## config.mk

```make
export PLATFORM = sky130hd
export DESIGN_NAME = uart_cmd_ctrl
export DESIGN_NICKNAME = d
export VERILOG_FILES = /design/src/rtl/uart_cmd_ctrl.sv
export SDC_FILE = /design/constraint.sdc
export NUM_CORES = 1
export LEC_CHECK = 0
export BUFFER_PORTS_ARGS = -buffer_cell sky130_fd_sc_hd__clkbuf_2
export CORE_MARGIN = 2
export CORE_UTILIZATION = 40
export DETAILED_ROUTE_END_ITERATION = 16
export GPL_TIMING_DRIVEN = 0
export PLACE_DENSITY = 0.6
export SYNTH_ARGS = -nofsm -noshare
export SYNTH_HDL_FRONTEND = slang
export SYNTH_SLANG_ARGS = --single-unit
```

## constraint.sdc

```tcl
create_clock -name osc_clk -period 3.2 [get_ports osc_clk]
set_clock_uncertainty 0.1 [all_clocks]
set_input_delay 0.64 -clock osc_clk [delete_from_list [all_inputs] [get_ports osc_clk]]
set_output_delay 0.64 -clock osc_clk [all_outputs]
set_load 0.005 [all_outputs]
```

## src/rtl/uart_cmd_ctrl.sv

```systemverilog
// uart_cmd_ctrl: framed command decoder sitting behind the 8N1 UART receiver.
// Accepts 7-byte frames (SYNC, ADDR, D0..D3, CHK), validates the address and
// XOR checksum, and issues a one-cycle registered config write. Keeps the
// shadow tuning word (reg 0), pulses an error on rejected or timed-out frames,
// and keeps a saturating count of those rejections.
module uart_cmd_ctrl #(
    parameter int unsigned TIMEOUT_CLKS = 23100,
    parameter logic [7:0]  SYNC_BYTE    = 8'hA5,
    parameter logic [31:0] FREQ_RESET   = 32'h0
) (
    input  logic        osc_clk,
    input  logic        rst_n,
    input  logic        i_Rx_DV,
    input  logic [7:0]  i_Rx_Byte,
    output logic        o_cfg_wr,
    output logic [1:0]  o_cfg_addr,
    output logic [31:0] o_cfg_data,
    output logic [31:0] o_freq_word,
    output logic        o_frame_err,
    output logic [7:0]  o_err_cnt,
    output logic        o_busy
);

    localparam int unsigned TW = (TIMEOUT_CLKS > 2) ? $clog2(TIMEOUT_CLKS) : 1;
    localparam logic [TW-1:0] TMO_LAST = TW'(TIMEOUT_CLKS - 1);

    typedef enum logic [1:0] {
        S_HUNT,
        S_ADDR,
        S_DATA,
        S_CHK
    } state_t;

    state_t        state_q, state_d;
    logic [1:0]    idx_q, idx_d;
    logic [7:0]    xor_q, xor_d;
    logic [31:0]   asm_q, asm_d;
    logic [1:0]    faddr_q, faddr_d;
    logic [TW-1:0] timer_q, timer_d;
    logic          wr_q, wr_d;
    logic [1:0]    cfg_addr_q, cfg_addr_d;
    logic [31:0]   cfg_data_q, cfg_data_d;
    logic [31:0]   freq_q, freq_d;
    logic          err_q, err_d;
    logic [7:0]    cnt_q, cnt_d;
    logic          bad_frame;

    // Next-state and output decode; only a byte strobe or the inter-byte timer advances the frame.
    always_comb begin
        state_d    = state_q;
        idx_d      = idx_q;
        xor_d      = xor_q;
        asm_d      = asm_q;
        faddr_d    = faddr_q;
        timer_d    = timer_q;
        wr_d       = 1'b0;
        cfg_addr_d = cfg_addr_q;
        cfg_data_d = cfg_data_q;
        freq_d     = freq_q;
        err_d      = 1'b0;
        cnt_d      = cnt_q;
        bad_frame  = 1'b0;

        if (i_Rx_DV) begin
            // A strobe on the terminal timer count still wins: the byte is consumed normally.
            timer_d = '0;
            unique case (state_q)
                S_HUNT: begin
                    if (i_Rx_Byte == SYNC_BYTE) begin
                        state_d = S_ADDR;
                    end
                end
                S_ADDR: begin
                    if (i_Rx_Byte[7:2] != 6'd0) begin
                        bad_frame = 1'b1;
                        state_d   = S_HUNT;
                    end else begin
                        faddr_d = i_Rx_Byte[1:0];
                        xor_d   = i_Rx_Byte;
                        idx_d   = '0;
                        state_d = S_DATA;
                    end
                end
                S_DATA: begin
                    asm_d[{idx_q, 3'b000} +: 8] = i_Rx_Byte;
                    xor_d = xor_q ^ i_Rx_Byte;
                    idx_d = idx_q + 2'd1;
                    if (idx_q == 2'd3) begin
                        state_d = S_CHK;
                    end
                end
                S_CHK: begin
                    if (i_Rx_Byte == xor_q) begin
                        wr_d       = 1'b1;
                        cfg_addr_d = faddr_q;
                        cfg_data_d = asm_q;
                        if (faddr_q == 2'd0) begin
                            freq_d = asm_q;
                        end
                    end else begin
                        bad_frame = 1'b1;
                    end
                    state_d = S_HUNT;
                end
                default: state_d = S_HUNT;
            endcase
        end else if (state_q != S_HUNT) begin
            if (timer_q == TMO_LAST) begin
                bad_frame = 1'b1;
                state_d   = S_HUNT;
                timer_d   = '0;
            end else begin
                timer_d = timer_q + 1'b1;
            end
        end

        if (bad_frame) begin
            err_d = 1'b1;
            if (cnt_q != 8'hFF) begin
                cnt_d = cnt_q + 8'd1;
            end
        end
    end

    // State and output registers; reset discards any partial frame.
    always_ff @(posedge osc_clk or negedge rst_n) begin
        if (!rst_n) begin
            state_q    <= S_HUNT;
            idx_q      <= '0;
            xor_q      <= '0;
            asm_q      <= '0;
            faddr_q    <= '0;
            timer_q    <= '0;
            wr_q       <= 1'b0;
            cfg_addr_q <= '0;
            cfg_data_q <= '0;
            freq_q     <= FREQ_RESET;
            err_q      <= 1'b0;
            cnt_q      <= '0;
        end else begin
            state_q    <= state_d;
            idx_q      <= idx_d;
            xor_q      <= xor_d;
            asm_q      <= asm_d;
            faddr_q    <= faddr_d;
            timer_q    <= timer_d;
            wr_q       <= wr_d;
            cfg_addr_q <= cfg_addr_d;
            cfg_data_q <= cfg_data_d;
            freq_q     <= freq_d;
            err_q      <= err_d;
            cnt_q      <= cnt_d;
        end
    end

    assign o_cfg_wr    = wr_q;
    assign o_cfg_addr  = cfg_addr_q;
    assign o_cfg_data  = cfg_data_q;
    assign o_freq_word = freq_q;
    assign o_frame_err = err_q;
    assign o_err_cnt   = cnt_q;
    assign o_busy      = (state_q != S_HUNT);

endmodule

```

# Yosys cells after proc, flatten, opt, wreduce, memory -nomap -nowiden
# Cells that the tools add are included.
[word_totals]
regBits = 137
input_bits = 11
out_inout_bits = 77
word_cells = 70
[classes]
add_sub_neg = 4
eq_ne = 11
shifts = 2
n_mux = 25
bitwise = 2
n_reduce_logical = 14
[op_table]
columns = ["op", "n"]
rows = [
  ["two-way mux 15 bit", 3],
  ["bitwise mux 32 bit", 1],
  ["variable shift 8 x 7 -> 32 bit, first input constant", 1],
  ["indexed part select 8 x 7 -> 32 bit", 1],
  ["case mux 8 bit (2 select lines)", 1],
  ["adder 15 x 1 -> 15 bit, second input constant", 1],
  ["== test 15 bit, second input constant", 1],
  ["two-way mux 2 bit", 7],
  ["two-way mux 1 bit", 9],
  ["AND reduction 3 bit", 3],
  ["adder 8 x 1 -> 8 bit, second input constant", 1],
  ["== test 8 bit", 1],
  ["== test 8 bit, second input constant", 1],
  ["two-way mux 8 bit", 1],
  ["inequality test 8 bit, second input constant", 1],
  ["case mux 2 bit (4 select lines)", 1],
  ["AND reduction 4 bit", 2],
  ["nonzero test 2 bit", 4],
  ["XOR 8 bit", 1],
  ["negator 5 -> 7 bit", 1],
  ["== test 2 bit, second input constant", 3],
  ["inequality test 3 bit, second input constant", 2],
  ["nonzero test 6 bit", 1],
  ["logical NOT 2 bit", 2],
  ["7 further kinds", 8],
]

# Longest topological paths before layout
[depth]
ltp_word = 5
ltp_mapped = 8
mapped_depth_nobuf = 7

# Worst setup path after synthesis
# OpenSTA, ideal clock, no wires.
[synth_timing]
path_kind = "input -> register"
from = "in i_Rx_Byte[1]"
to = "reg freq_q[10], in the netlist o_freq_word[10]"
setup_ns = 0.128
t_arrival_ns = 2.176
required_time_ns = 2.972
path_slack_ns = 0.797
stages = 7
path_buffers = 2
path_cell_list = "clkbuf_1 xnor2_1 nand4_1 nor3_4 nand2_2 buf_2 mux2_1"
[synth_via]
elab_chain_cells = 2
[synth_lines]
columns = ["item", "line_no", "rtl"]
rows = [
  ["from (decl)", "14", "input logic [7:0] i_Rx_Byte,"],
  ["== test 8 bit", "93", "if (i_Rx_Byte == xor_q) begin"],
  ["AND reduction 4 bit (no line)", "n/a", ""],
  ["to (signal assigned)", "150", "freq_q <= freq_d;"],
  ["to (decl)", "43", "logic [31:0] freq_q, freq_d;"],
]
# Every way passes these cells.
# A chain may end at the register's enable or synchronous reset.

# Worst setup path in the final report
[layout_timing]
from = "in i_Rx_Byte[1]"
to = "reg freq_q[8], in the netlist o_freq_word[8]"
# The elaborated chain is that of the path after synthesis.

==> qor.yml <==
status: "finished clean"
cts_setup_buffers: 0
core_um2: 14400
critical_path_required_ns: 3.39
via_per_inst: 5.20
hold_viol_final: 0
synth_seq_area_share: 0.586
relSlewSlack: 0.352
path_clk_slew_ns: 0.06
syn_nets: 524
maxCapViolations: 0
first_pass_iters: 4
ys_async_sr_fraction: 1.00
holdBufCountCts: 1
worstMarginPinSlew_ns: 0.970
start_util: 0.405
routed_wirelength_um: 12700
p_leak_uw: 0.00353
rows: 44
ys_ff_latch: 137
hp-class: "register to register"
route.vias.total: 4167
maxSlewViolCount: 0
start_kind: "primary input"
syn_to_final_growth_pct: 23.4
diodes: 0
synthCells: 505
rr_worst_depth: 5
grt_usage: 0.170
r2r-end: "asm_q[7]"
clk_latency_ns: 0.42
fin_ws_ns: 0.559
ir_worst_vdd_mv: 0.426
synth_ff_type: "dfrtp_1"
grt_max_degree: 119
whs_path_depth: 1
die_y_um: 125
ios: 88
powerDensity_nw_per_um2: 762
min_delay_worst_endpoint: "o_freq_word[4]"
place_ws_ns: 0.0904
synth_cell_types: 44
cp_max_fo: 10
grt_setup_unrepaired: "no"
grt-ovfl-total: 0
timing.fmax_mhz: 379
end_kind: "register"
postLayoutCoreUtil: 0.500
ant_nets: 0
syn_area_um2: 5850
drcViolationCount: 0
setup_viol: 0
drive_gt1_frac: 0.271
port_buffers: 79
cts_made_buffers: 17
cts_max_path_buffers: 2
r2r-start: "idx_q[0]"
worst-setup-path-type: "primary input to register"
post_cts_resized: 0
root_buffer: "clkbuf_16"
die-area_um2: 15600
yosys_warnings: 0
grt_pass1_wl_um: 20900
synth_edf_count: 0
fin_crit_sh: 0.825
postSynthAreaPerCell_um2: 11.6
antenna_found_initial: 0
nets: 624
first_global_vias: 4025
hp-start: "o_freq_word[4]"
routedWlPerCell_um: 15.9
cts.sinks: 137
crit_arrival_ns: 2.84
dp_hpwl_um: 8570
cts_tree: "done"
drt_iter0_drc: 245
r2r_setup_slack_ns: 0.89
die_w_um: 125
htree_levels: 4
finalCriticalPeriod_ns: 2.64
gp_routability_congestion: 0.823
-- synthesized netlist by cell type (6+ instances only) --
library cell	n	area (um2)
a21oi_1	19	95.1
a311oi_1	6	52.6
buf_2	9	45.0
clkbuf_1	11	41.3
dfrtp_1	137	3430
ha_1	8	100
mux2_1	30	338
mux2_2	38	428
nand2_1	88	330
nand3_1	11	55.1
nor2_1	24	90.1
nor3_1	6	30.0
o21ai_0	42	210
xnor2_1	13	114
xor2_1	6	52.6
-- cell type report --
cell class	count	area, um2
Multi-Input combinational cell	342	2310
Buffer	22	93.8
Inverter	4	15.0
Timing Repair Buffer	81	442
Clock inverter	12	245
Tap cell	184	230
Clock buffer	19	453
Sequential cell	137	3430
Fill cell	1329	7210
-- metal layers --
layer | vias to the layer above | GRT usage | share of wire
met4 | 0 | 0.0693 | 0.018
met1 | 2099 | 0.227 | 0.47
met5 | - | 0 | 0
met3 | 17 | 0.0494 | 0.044
met2 | 88 | 0.262 | 0.47
li1 | 1963 | - | -
-- sequential cells by signal, summed over array words and instances (netlist names) --
name / flops
o_cfg_wr: 1
o_freq_word: 32
o_frame_err: 1
faddr_q: 2
state_q: 2
asm_q: 32
xor_q: 8
o_err_cnt: 8
o_cfg_data: 32
idx_q: 2
timer_q: 15
o_cfg_addr: 2
-- critical path, stage by stage --
cell and delay (ns):
clkbuf_1 0.53, xnor2_1 0.19, nand4_1 0.19, nor3_4 0.48, nand2_2 0.18, buf_2 0.27, mux2_1 0.34
-- report_power, final --
part           internal [uW]  total (uW)  switching [uW]
combinational            371         907             536
clock                   1580        2320             746
sequential              2010        2270             263
total                   3960        5500            1550
-- how the worst max path moves through the flow --
stage | startpoint | cells past startpoint | end | slack, ns
detailed placement | i_Rx_Byte[1] | 7 | o_freq_word[2] | 0.09
floorplan | i_Rx_Byte[1] | 7 | o_freq_word[10] | 0.80
global placement | rst_n | 1 | o_cfg_data[5] | -0.79
CTS | i_Rx_Byte[1] | 7 | o_freq_word[17] | 0.54
global route | i_Rx_Byte[1] | 7 | o_freq_word[8] | 0.37
finish | i_Rx_Byte[1] | 7 | o_freq_word[8] | 0.56
-- cells by family after synthesis --
| kind of cell | Yosys count | synth area share |
|---|---|---|
| buffers and inverters | 26 | 0.0186 |
| and+or+nand+nor | 163 | 0.131 |
| adders and majority gates | 8 | 0.0171 |
| AOI/OAI and AO/OA | 80 | 0.0796 |
| xor gates and xnor gates | 19 | 0.0285 |
| muxes | 72 | 0.139 |
| DFF | 137 | 0.586 |
-- cell usage in the layout, fill, tap and decap left out, drive strengths merged, types with 7 or more instances in the layout --
master,synthesis,layout
dfrtp,137,137
clkbuf,11,109
nand2,90,90
mux2,69,69
o21ai,44,44
nor2,24,24
a21oi,19,19
xnor2,13,13
buf,11,12
nand3,11,11
ha,8,8
bufinv,0,7
nor3,7,7
-- per-stage QoR --
step                area, um2  hold slack, ns  setup TNS, ns  instances  power (uW)
finish                   7220           0.388              0        801        5500
global route             7220           0.405              0        801        5790
CTS                      7220           0.394              0        801        5540
detailed placement       6510           0.381              0        769        3210
global placement         6470           0.372        -107.12        768        3160
floorplan                5850           0.244              0        505        2880
No activity file was read; power rests on OpenSTA's default activity.
